### src/rtl/if_fetch.sv
// Dual-issue fetch: one aligned 64-bit pair per request, registered issue 1 cycle after ack, held while instbuf_full.
// Define IF_STATIC_PRED_EN for backward-taken/forward-not-taken B-type prediction; otherwise B-type is predicted not-taken.
module if_fetch #(
    parameter logic [31:0] RESET_PC = 32'h0000_0000
) (
    input  logic        clk,
    input  logic        rst,
    input  logic        instbuf_full,
    input  logic        redirect_valid,
    input  logic [31:0] redirect_pc,
    output logic        imem_req,
    output logic [31:0] imem_addr,
    input  logic        imem_ack,
    input  logic [63:0] imem_rdata,
    output logic [1:0]  issue,
    output logic [31:0] out1_inst,
    output logic [31:0] out1_pc,
    output logic [31:0] out1_npc,
    output logic [31:0] out2_inst,
    output logic [31:0] out2_pc,
    output logic [31:0] out2_npc,
    output logic        isbranch1,
    output logic        br_taken1,
    output logic        isbranch2,
    output logic        br_taken2,
    output logic        stop
);
    typedef enum logic [1:0] {IDLE, REQ, ISSUE, DROP} state_t;

    localparam logic [6:0] OP_BRANCH = 7'b1100011;
    localparam logic [6:0] OP_JAL    = 7'b1101111;

    state_t      state;
    logic [31:0] pc;
    logic [31:0] drop_addr;

    function automatic logic is_br(input logic [31:0] i);
        return (i[6:0] == OP_BRANCH) || (i[6:0] == OP_JAL);
    endfunction

    function automatic logic [31:0] br_target(input logic [31:0] i, input logic [31:0] p);
        if (i[6:0] == OP_JAL)
            return p + {{11{i[31]}}, i[31], i[19:12], i[20], i[30:21], 1'b0};
        return p + {{19{i[31]}}, i[31], i[7], i[30:25], i[11:8], 1'b0};
    endfunction

    function automatic logic pred_taken(input logic [31:0] i);
        if (i[6:0] == OP_JAL)
            return 1'b1;
`ifdef IF_STATIC_PRED_EN
        if (i[6:0] == OP_BRANCH)
            return i[31];
`endif
        return 1'b0;
    endfunction

    logic [31:0] pc_lo, pc_hi, inst_lo, inst_hi, npc_lo, npc_hi;
    logic        br_lo, br_hi, tk_lo, tk_hi;

    assign pc_lo   = {pc[31:3], 3'b000};
    assign pc_hi   = pc_lo + 32'd4;
    assign inst_lo = imem_rdata[31:0];
    assign inst_hi = imem_rdata[63:32];
    assign br_lo   = is_br(inst_lo);
    assign br_hi   = is_br(inst_hi);
    assign tk_lo   = pred_taken(inst_lo);
    assign tk_hi   = pred_taken(inst_hi);
    assign npc_lo  = tk_lo ? br_target(inst_lo, pc_lo) : pc_lo + 32'd4;
    assign npc_hi  = tk_hi ? br_target(inst_hi, pc_hi) : pc_hi + 32'd4;

    // The response address must stay put in DROP even though pc already holds the redirect target.
    assign imem_req  = (state == REQ) || (state == DROP);
    assign imem_addr = (state == DROP) ? drop_addr :
                       (state == REQ)  ? pc_lo     : 32'd0;
    assign stop      = (state == DROP);

    logic unused_bits;
    assign unused_bits = ^{redirect_pc[1:0], pc[1:0]};

    always_ff @(posedge clk or posedge rst) begin
        if (rst) begin
            state     <= IDLE;
            pc        <= RESET_PC;
            drop_addr <= 32'd0;
            issue     <= 2'b00;
            out1_inst <= 32'd0;
            out1_pc   <= 32'd0;
            out1_npc  <= 32'd0;
            out2_inst <= 32'd0;
            out2_pc   <= 32'd0;
            out2_npc  <= 32'd0;
            isbranch1 <= 1'b0;
            br_taken1 <= 1'b0;
            isbranch2 <= 1'b0;
            br_taken2 <= 1'b0;
        end else if (redirect_valid) begin
            pc    <= {redirect_pc[31:2], 2'b00};
            issue <= 2'b00;
            case (state)
                DROP: state <= DROP;
                REQ: begin
                    if (imem_ack) begin
                        state <= REQ;
                    end else begin
                        state     <= DROP;
                        drop_addr <= pc_lo;
                    end
                end
                default: state <= REQ;
            endcase
        end else begin
            case (state)
                IDLE: state <= REQ;
                REQ: begin
                    if (imem_ack) begin
                        state <= ISSUE;
                        if (pc[2] || tk_lo) begin
                            issue     <= 2'b01;
                            out1_inst <= 32'd0;
                            out1_pc   <= 32'd0;
                            out1_npc  <= 32'd0;
                            isbranch1 <= 1'b0;
                            br_taken1 <= 1'b0;
                            out2_inst <= pc[2] ? inst_hi : inst_lo;
                            out2_pc   <= pc[2] ? pc_hi   : pc_lo;
                            out2_npc  <= pc[2] ? npc_hi  : npc_lo;
                            isbranch2 <= pc[2] ? br_hi   : br_lo;
                            br_taken2 <= pc[2] ? tk_hi   : tk_lo;
                        end else begin
                            issue     <= 2'b11;
                            out1_inst <= inst_lo;
                            out1_pc   <= pc_lo;
                            out1_npc  <= npc_lo;
                            isbranch1 <= br_lo;
                            br_taken1 <= tk_lo;
                            out2_inst <= inst_hi;
                            out2_pc   <= pc_hi;
                            out2_npc  <= npc_hi;
                            isbranch2 <= br_hi;
                            br_taken2 <= tk_hi;
                        end
                    end
                end
                ISSUE: begin
                    // Slot 2 always carries the last delivered instruction.
                    if (!instbuf_full) begin
                        pc    <= out2_npc;
                        issue <= 2'b00;
                        state <= REQ;
                    end
                end
                DROP: begin
                    if (imem_ack)
                        state <= REQ;
                end
                default: state <= IDLE;
            endcase
        end
    end
endmodule
### config.mk
export PLATFORM = sky130hd
export DESIGN_NAME = if_fetch
export DESIGN_NICKNAME = d
export VERILOG_FILES = /design/src/rtl/if_fetch.sv
export SDC_FILE = /design/constraint.sdc
export NUM_CORES = 1
export LEC_CHECK = 0
export ABC_AREA = 1
export BUFFER_PORTS_ARGS = -buffer_cell sky130_fd_sc_hd__buf_2
export CORE_ASPECT_RATIO = 0.6
export CORE_UTILIZATION = 50
export CTS_BUF_LIST = sky130_fd_sc_hd__clkbuf_8
export DETAILED_ROUTE_END_ITERATION = 16
export PLACE_DENSITY = 0.74
export SLEW_MARGIN = 30
export SYNTH_ARGS = -nofsm -noshare
export SYNTH_HDL_FRONTEND = slang
export SYNTH_SLANG_ARGS = --single-unit
### constraint.sdc
create_clock -name clk -period 10 [get_ports clk]
set_clock_uncertainty 0.1 [all_clocks]
set_input_delay 0.5 -clock clk [delete_from_list [all_inputs] [get_ports clk]]
set_output_delay 0.5 -clock clk [all_outputs]
set_load 0.005 [all_outputs]
### Word level (Yosys, flattened, before mapping)

Index checks and enable logic that the tools add are counted.

| word-level totals | value |
|---|---|
| output and inout port bits | 232 |
| bits in registers | 261 |
| word-level logic and storage cells | 89 |
| input bits | 101 |

| cells by class | value |
|---|---|
| eq/ne operators | 11 |
| add/sub/neg operators | 6 |
| reductions and logical operators | 12 |
| bitwise operators | 2 |
| multiplexer cells | 44 |

Operator list:

| kind | number |
|---|---|
| 32-bit two-way mux | 20 |
| 32-bit adder | 4 |
| 32-bit by 3-bit adder with 32-bit output, second input constant | 2 |
| 7-bit == test, second input constant | 4 |
| 2-bit two-way mux | 9 |
| 1-bit two-way mux | 12 |
| 3-bit AND reduction | 4 |
| 3-bit inequality test, second input constant | 3 |
| 2-bit one-hot mux with 2 select lines | 2 |
| 2-bit one-hot mux with 4 select lines | 1 |
| 2-bit == test, second input constant | 2 |
| 1-bit logical OR | 4 |
| 3-bit nonzero test | 1 |
| 2-bit by 1-bit == test with 1-bit output, second input constant | 1 |
| 2-bit zero test | 1 |
| 2-bit by 1-bit inequality test with 1-bit output, second input constant | 1 |
| 1-bit inverter | 2 |
| 2-bit AND reduction | 1 |
| 2-bit nonzero test | 1 |

### Logic depth before layout (Yosys ltp)

| logic depth | value |
|---|---|
| depth after elaboration | 8 |
| depth in mapped cells | 16 |
| gate-level depth less buffers | 16 |

### Worst setup path after synthesis

Ideal clock, no wire load.

| timing | value |
|---|---|
| path type | reg-to-reg |
| from | reg pc[3] |
| to | reg out2_npc[31] |
| buffers on the path | 0 |
| stages on the path, launching flop included | 16 |
| path slack | 7.735 ns |
| period minus slack after synthesis | 2.265 ns |
| required time | 9.783 ns |
| library setup time | 0.117 ns |
| arrival | 2.047 ns |
| cell sequence | dfrtp_1 -> ha_1 -> inv_1 -> fa_1 -> inv_1 -> nand3_1 -> nand2_1 -> nand2_1 -> nand2_1 -> nand2_1 -> nand2_1 -> nand4_1 -> nand3_1 -> nand3_1 -> nand3_1 -> nand2_1 |

| on the way | value |
|---|---|
| longest elaborated chain between the ends | 7 |
| elaborated cells on any way between the ends | 14 |
| those cells by class | 6 x add/sub; 8 x mux |

RTL lines:

| what | RTL line | RTL |
|---|---|---|
| start: declaration | 34 | `logic [31:0] pc;` |
| start signal: assignment | 97 | `pc <= {redirect_pc[31:2], 2'b00};` |
| start signal: assignment | 147 | `pc <= out2_npc;` |
| 32-bit by 3-bit adder with 32-bit output | 61, 68 |  |
| 32-bit adder | 43 | `return p + {{11{i[31]}}, i[31], i[19:12], i[20], i[30:21], 1'b0};` |
| 32-bit two-way mux | 42 | `if (i[6:0] == OP_JAL)` |
| 32-bit two-way mux | 44 | `return p + {{19{i[31]}}, i[31], i[7], i[30:25], i[11:8], 1'b0};` |
| 32-bit two-way mux | 69 | `assign npc_hi = tk_hi ? br_target(inst_hi, pc_hi) : pc_hi + 32'd4;` |
| 32-bit two-way mux | 126 | `out2_npc <= pc[2] ? npc_hi : npc_lo;` |
| 32-bit two-way mux (*) | 117 | `if (pc[2] \|\| tk_lo) begin` |
| end signal: assignment | 126 |  |
| end signal: assignment | 138 | `out2_npc <= npc_hi;` |
| end: declaration | 21 | `output logic [31:0] out2_npc,` |

Mark *: on every way between the ends. The rest lies on a longest branch, timed or not. The select of a mux whose other input is x is not followed.
A chain may end at the register's enable or synchronous reset.

### Worst setup path after layout

| timing | value |
|---|---|
| from | reg pc[10] |
| to | reg out2_npc[27] |

The elaborated chain is that of the path after synthesis.

==> flow_summary_export.csv <==
group,metric,value,unit
clock_network,clock-root-buffer,"clkbuf_8",
clock_network,cts_max_level,2,
setup_path,r2r-start,"pc[10]$_DFFE_PP0P_",
yosys,synth_area_leader_cell,"dfrtp_1",
setup_path,critPathMaxStageDelay,0.63,ns
timing,rsz0062_at_grt,"no",
pwr,peakVddDrop,0.000165,V
layout,drive_above_1_share,16.3,%
route,dr.pass1.iters,5,
setup_path,cp_common_cell,"nand2_1",
hold_path,hold_class,"in -> reg",
yosys,synth_most_common_cell,"nand2_1",
setup_path,cp_data_required_time,10.38,ns
global_route,grt_max_degree,121,
yosys,synth_cell_types,39,
timing,fmax,0.264,GHz
timing,fin_crit_sh,37.8,%
route,post_drt_wl_per_cell,21.1,um
yosys,synth_edf_count,0,
placement,gp_congestion,1.04,
setup_path,slowest_stage,"a21oi_1",
layout,areaGrowthSynthToFinish,17.6,%
timing,period_needed,3.78,ns
yosys,async_flop_share,100,%
global_route,grt_pass1_wl,89500,um
floorplan,die_h,137,um
layout,fin_nets,2596,
yosys,synth-seq-cells,252,
route,ant_nets,0,
route,vias,16374,
yosys,synth_top_area_share,41.6,%
route,drt-initial-drc-count,1754,
floorplan,rows,48,
timing,max-slew-margin-rel,34.5,%
setup_path,crit_fanout,5,
clock_network,cts_tree,"yes",
clock_network,clock_path_buffers,3,
floorplan,die_w,227,um
setup_path,cp.buffers_inverters,2,
pwr,power.density,279,mW/mm^2
yosys,yosys_warnings,0,
timing,whs,0.0612,ns
floorplan,core_area,0.0292,sq mm
yosys,synthCells,2147,
setup_path,worstSetupStartpoint,"pc[10]$_DFFE_PP0P_",
floorplan,die_area,0.0311,sq mm
yosys,syn_area_per_cell,7.06,sq um
setup_path,critPathKind,"reg -> reg",
setup_path,end_kind,"flop",
yosys,ys_seq_area_share,41.6,%
outcome,outcome,"finished clean",
hold_path,hold_start,"redirect_pc[30]",
clock_network,cts_setup_buffers,0,
placement,io_buffers,320,
pwr,leakage,9.46,nW
floorplan,initial_core_util,51.9,%
floorplan,io_pins,333,
yosys,synth-main-ff-cell,"dfrtp_1",
yosys,syn-cell-area,0.0152,sq mm
global_route,grt_pass1_vias,15038,
run,max_cap_violations,0,
timing,finalSetupTns,0,ns
yosys,synth_area_leaders,"dfrtp_1 (42%), nand2_1 (17%), o21ai_0 (8.1%)",
timing,hold_viol_final,0,
clock_network,clock_sinks,252,
global_route,grt_usage,38.8,%
route,drt_wl_total,60500,um
setup_path,critPathTopFamily,"simple AND/OR/NAND/NOR gates",
timing,drv_slew,0,
setup_path,worstPathCellList,"ha_1 -> nand2_1 -> inv_1 -> a21oi_1 -> nand3_1 -> nand2_1 -> nand3_1 -> nand3_1 -> nand2_1 -> nand2_1 -> nand3_1 -> nand2_1 -> inv_1",
clock_network,clk_pin_slew,0.07,ns
clock_network,cts-buffers-inserted,39,
timing,final-setup-viol-count,0,
setup_path,worstSetupStartpointType,"flop",
yosys,synth_commonest_cells,"nand2_1 (672), dfrtp_1 (252), o21ai_0 (244)",
global_route,grt-ovfl-total,0,
route,drc,0,
setup_path,crit_arrival,4.16,ns
route,via_per_inst,5.72,
global_route,antenna_found_initial,5,
timing,worstMarginPinSlew,0.983,ns
clock_network,clk_latency,0.59,ns
placement,dp_hpwl,44900,um
clock_network,post_cts_resized,0,
[path summary, 6_finish.rpt]
| path | to | slack, ns | cells past startpoint |
|---|---|---|---|
| worst max-delay path | out2_npc[27]$_DFFE_PP0P_ | 6.22 | 13 |
| worst min-delay path | pc[30]$_DFFE_PP0P_ | 0.06 | 3 |
| worst max register to register | out2_npc[27]$_DFFE_PP0P_ | 6.22 | 13 |
| worst min register to register | out1_inst[7]$_DFFE_PP0P_ | 0.38 | 2 |
| max in group asynchronous | out2_npc[8]$_DFFE_PP0P_ | 7.95 | 4 |
| min in group asynchronous | out1_inst[10]$_DFFE_PP0P_ | 0.48 | 3 |
[final cells by class]
type                    instances  area [sq um]
diodes                          2          5.00
clock buffers                  45           619
clock inverters                23           173
fillers                      2756         11400
inverters                     223           850
multi-input cells            1588          7680
flip-flops and latches        252          6310
well taps                     400           500
repair buffers                332          1710
[layer usage]
metal,up-vias,track usage (%),part of all wire (%)
met4,6,8.07,2.0
met3,92,16.9,14
met5,-,2.10,0.17
met2,910,51.4,39
met1,7784,57.1,45
li1,7582,-,-
[where the power goes]
part	internal (mW)	total, mW	switching (mW)
sequential	1.46	1.82	0.361
clock	0.467	0.911	0.444
combinational	0.814	2.25	1.44
total	2.74	4.98	2.24
[cell families (layout without fill, tap and decap cells)]
kind of cell	Yosys count	count (layout)	share of synthesized area [%]
other	1	12	0.0247
AO/OA/AOI/OAI	457	457	15.9
AND/OR/NAND/NOR	1038	1038	27.8
XOR/XNOR	24	24	1.39
flip-flops	252	252	41.6
adder cells (fa/ha/maj)	59	59	4.97
buffers and inverters	316	623	8.27
[tightest hold or removal path: stages]
cell and delay [ns]:
buf_2 0.09, nand2_1 0.05, a31oi_1 0.07
[sequential cells by signal, summed over array words and instances, names as in the netlist]
register,cells
out2_pc,30
out2_npc,31
out2_inst,32
br_taken1,1
out1_npc,31
state,2
isbranch2,1
drop_addr,29
out1_pc,29
issue,2
isbranch1,1
br_taken2,1
pc,30
out1_inst,32
[layout by cell type, fill, tap and decap left out, drive strengths merged]
master         n
a21boi         1
a21o           3
a21oi        134
a31oi         29
and2           1
buf          331
bufinv         2
clkbuf        45
clkinv         6
clkinvlp       3
conb          10
dfrtp        252
diode          2
dlygate4sd3    1
fa             2
ha            57
inv          235
nand2        672
nand2b         2
nand3        113
nand3b         7
nand4         29
nor2         174
nor3          35
nor3b          1
nor4           2
o211ai        16
o21ai        258
o21bai        10
o221ai         1
o22ai          3
o311ai         1
o32ai          1
or2            2
xnor2          8
xor2          16
[metrics by stage]
stage / setup WS [ns] / std cells / util, % / total power [mW] / instance area, sq um
finish: 6.22 / 2865 / 61.0 / 4.98 / 17800
CTS: 6.55 / 2862 / 60.9 / 4.92 / 17800
detailed placement: 6.47 / 2793 / 58.2 / 4.00 / 17000
global placement: 6.46 / 2793 / 58.1 / 3.94 / 17000
global route: 6.17 / 2863 / 61.0 / 5.32 / 17800
floorplan: 2.47 / 2156 / - / 2.98 / 15200
[what timing repair did]
action                     in CTS  in global routing
hold buffers                    1                  0
hold endpoints to repair       19                  0
setup endpoints to repair       0                  0
Power figures use the tool's default switching activity.
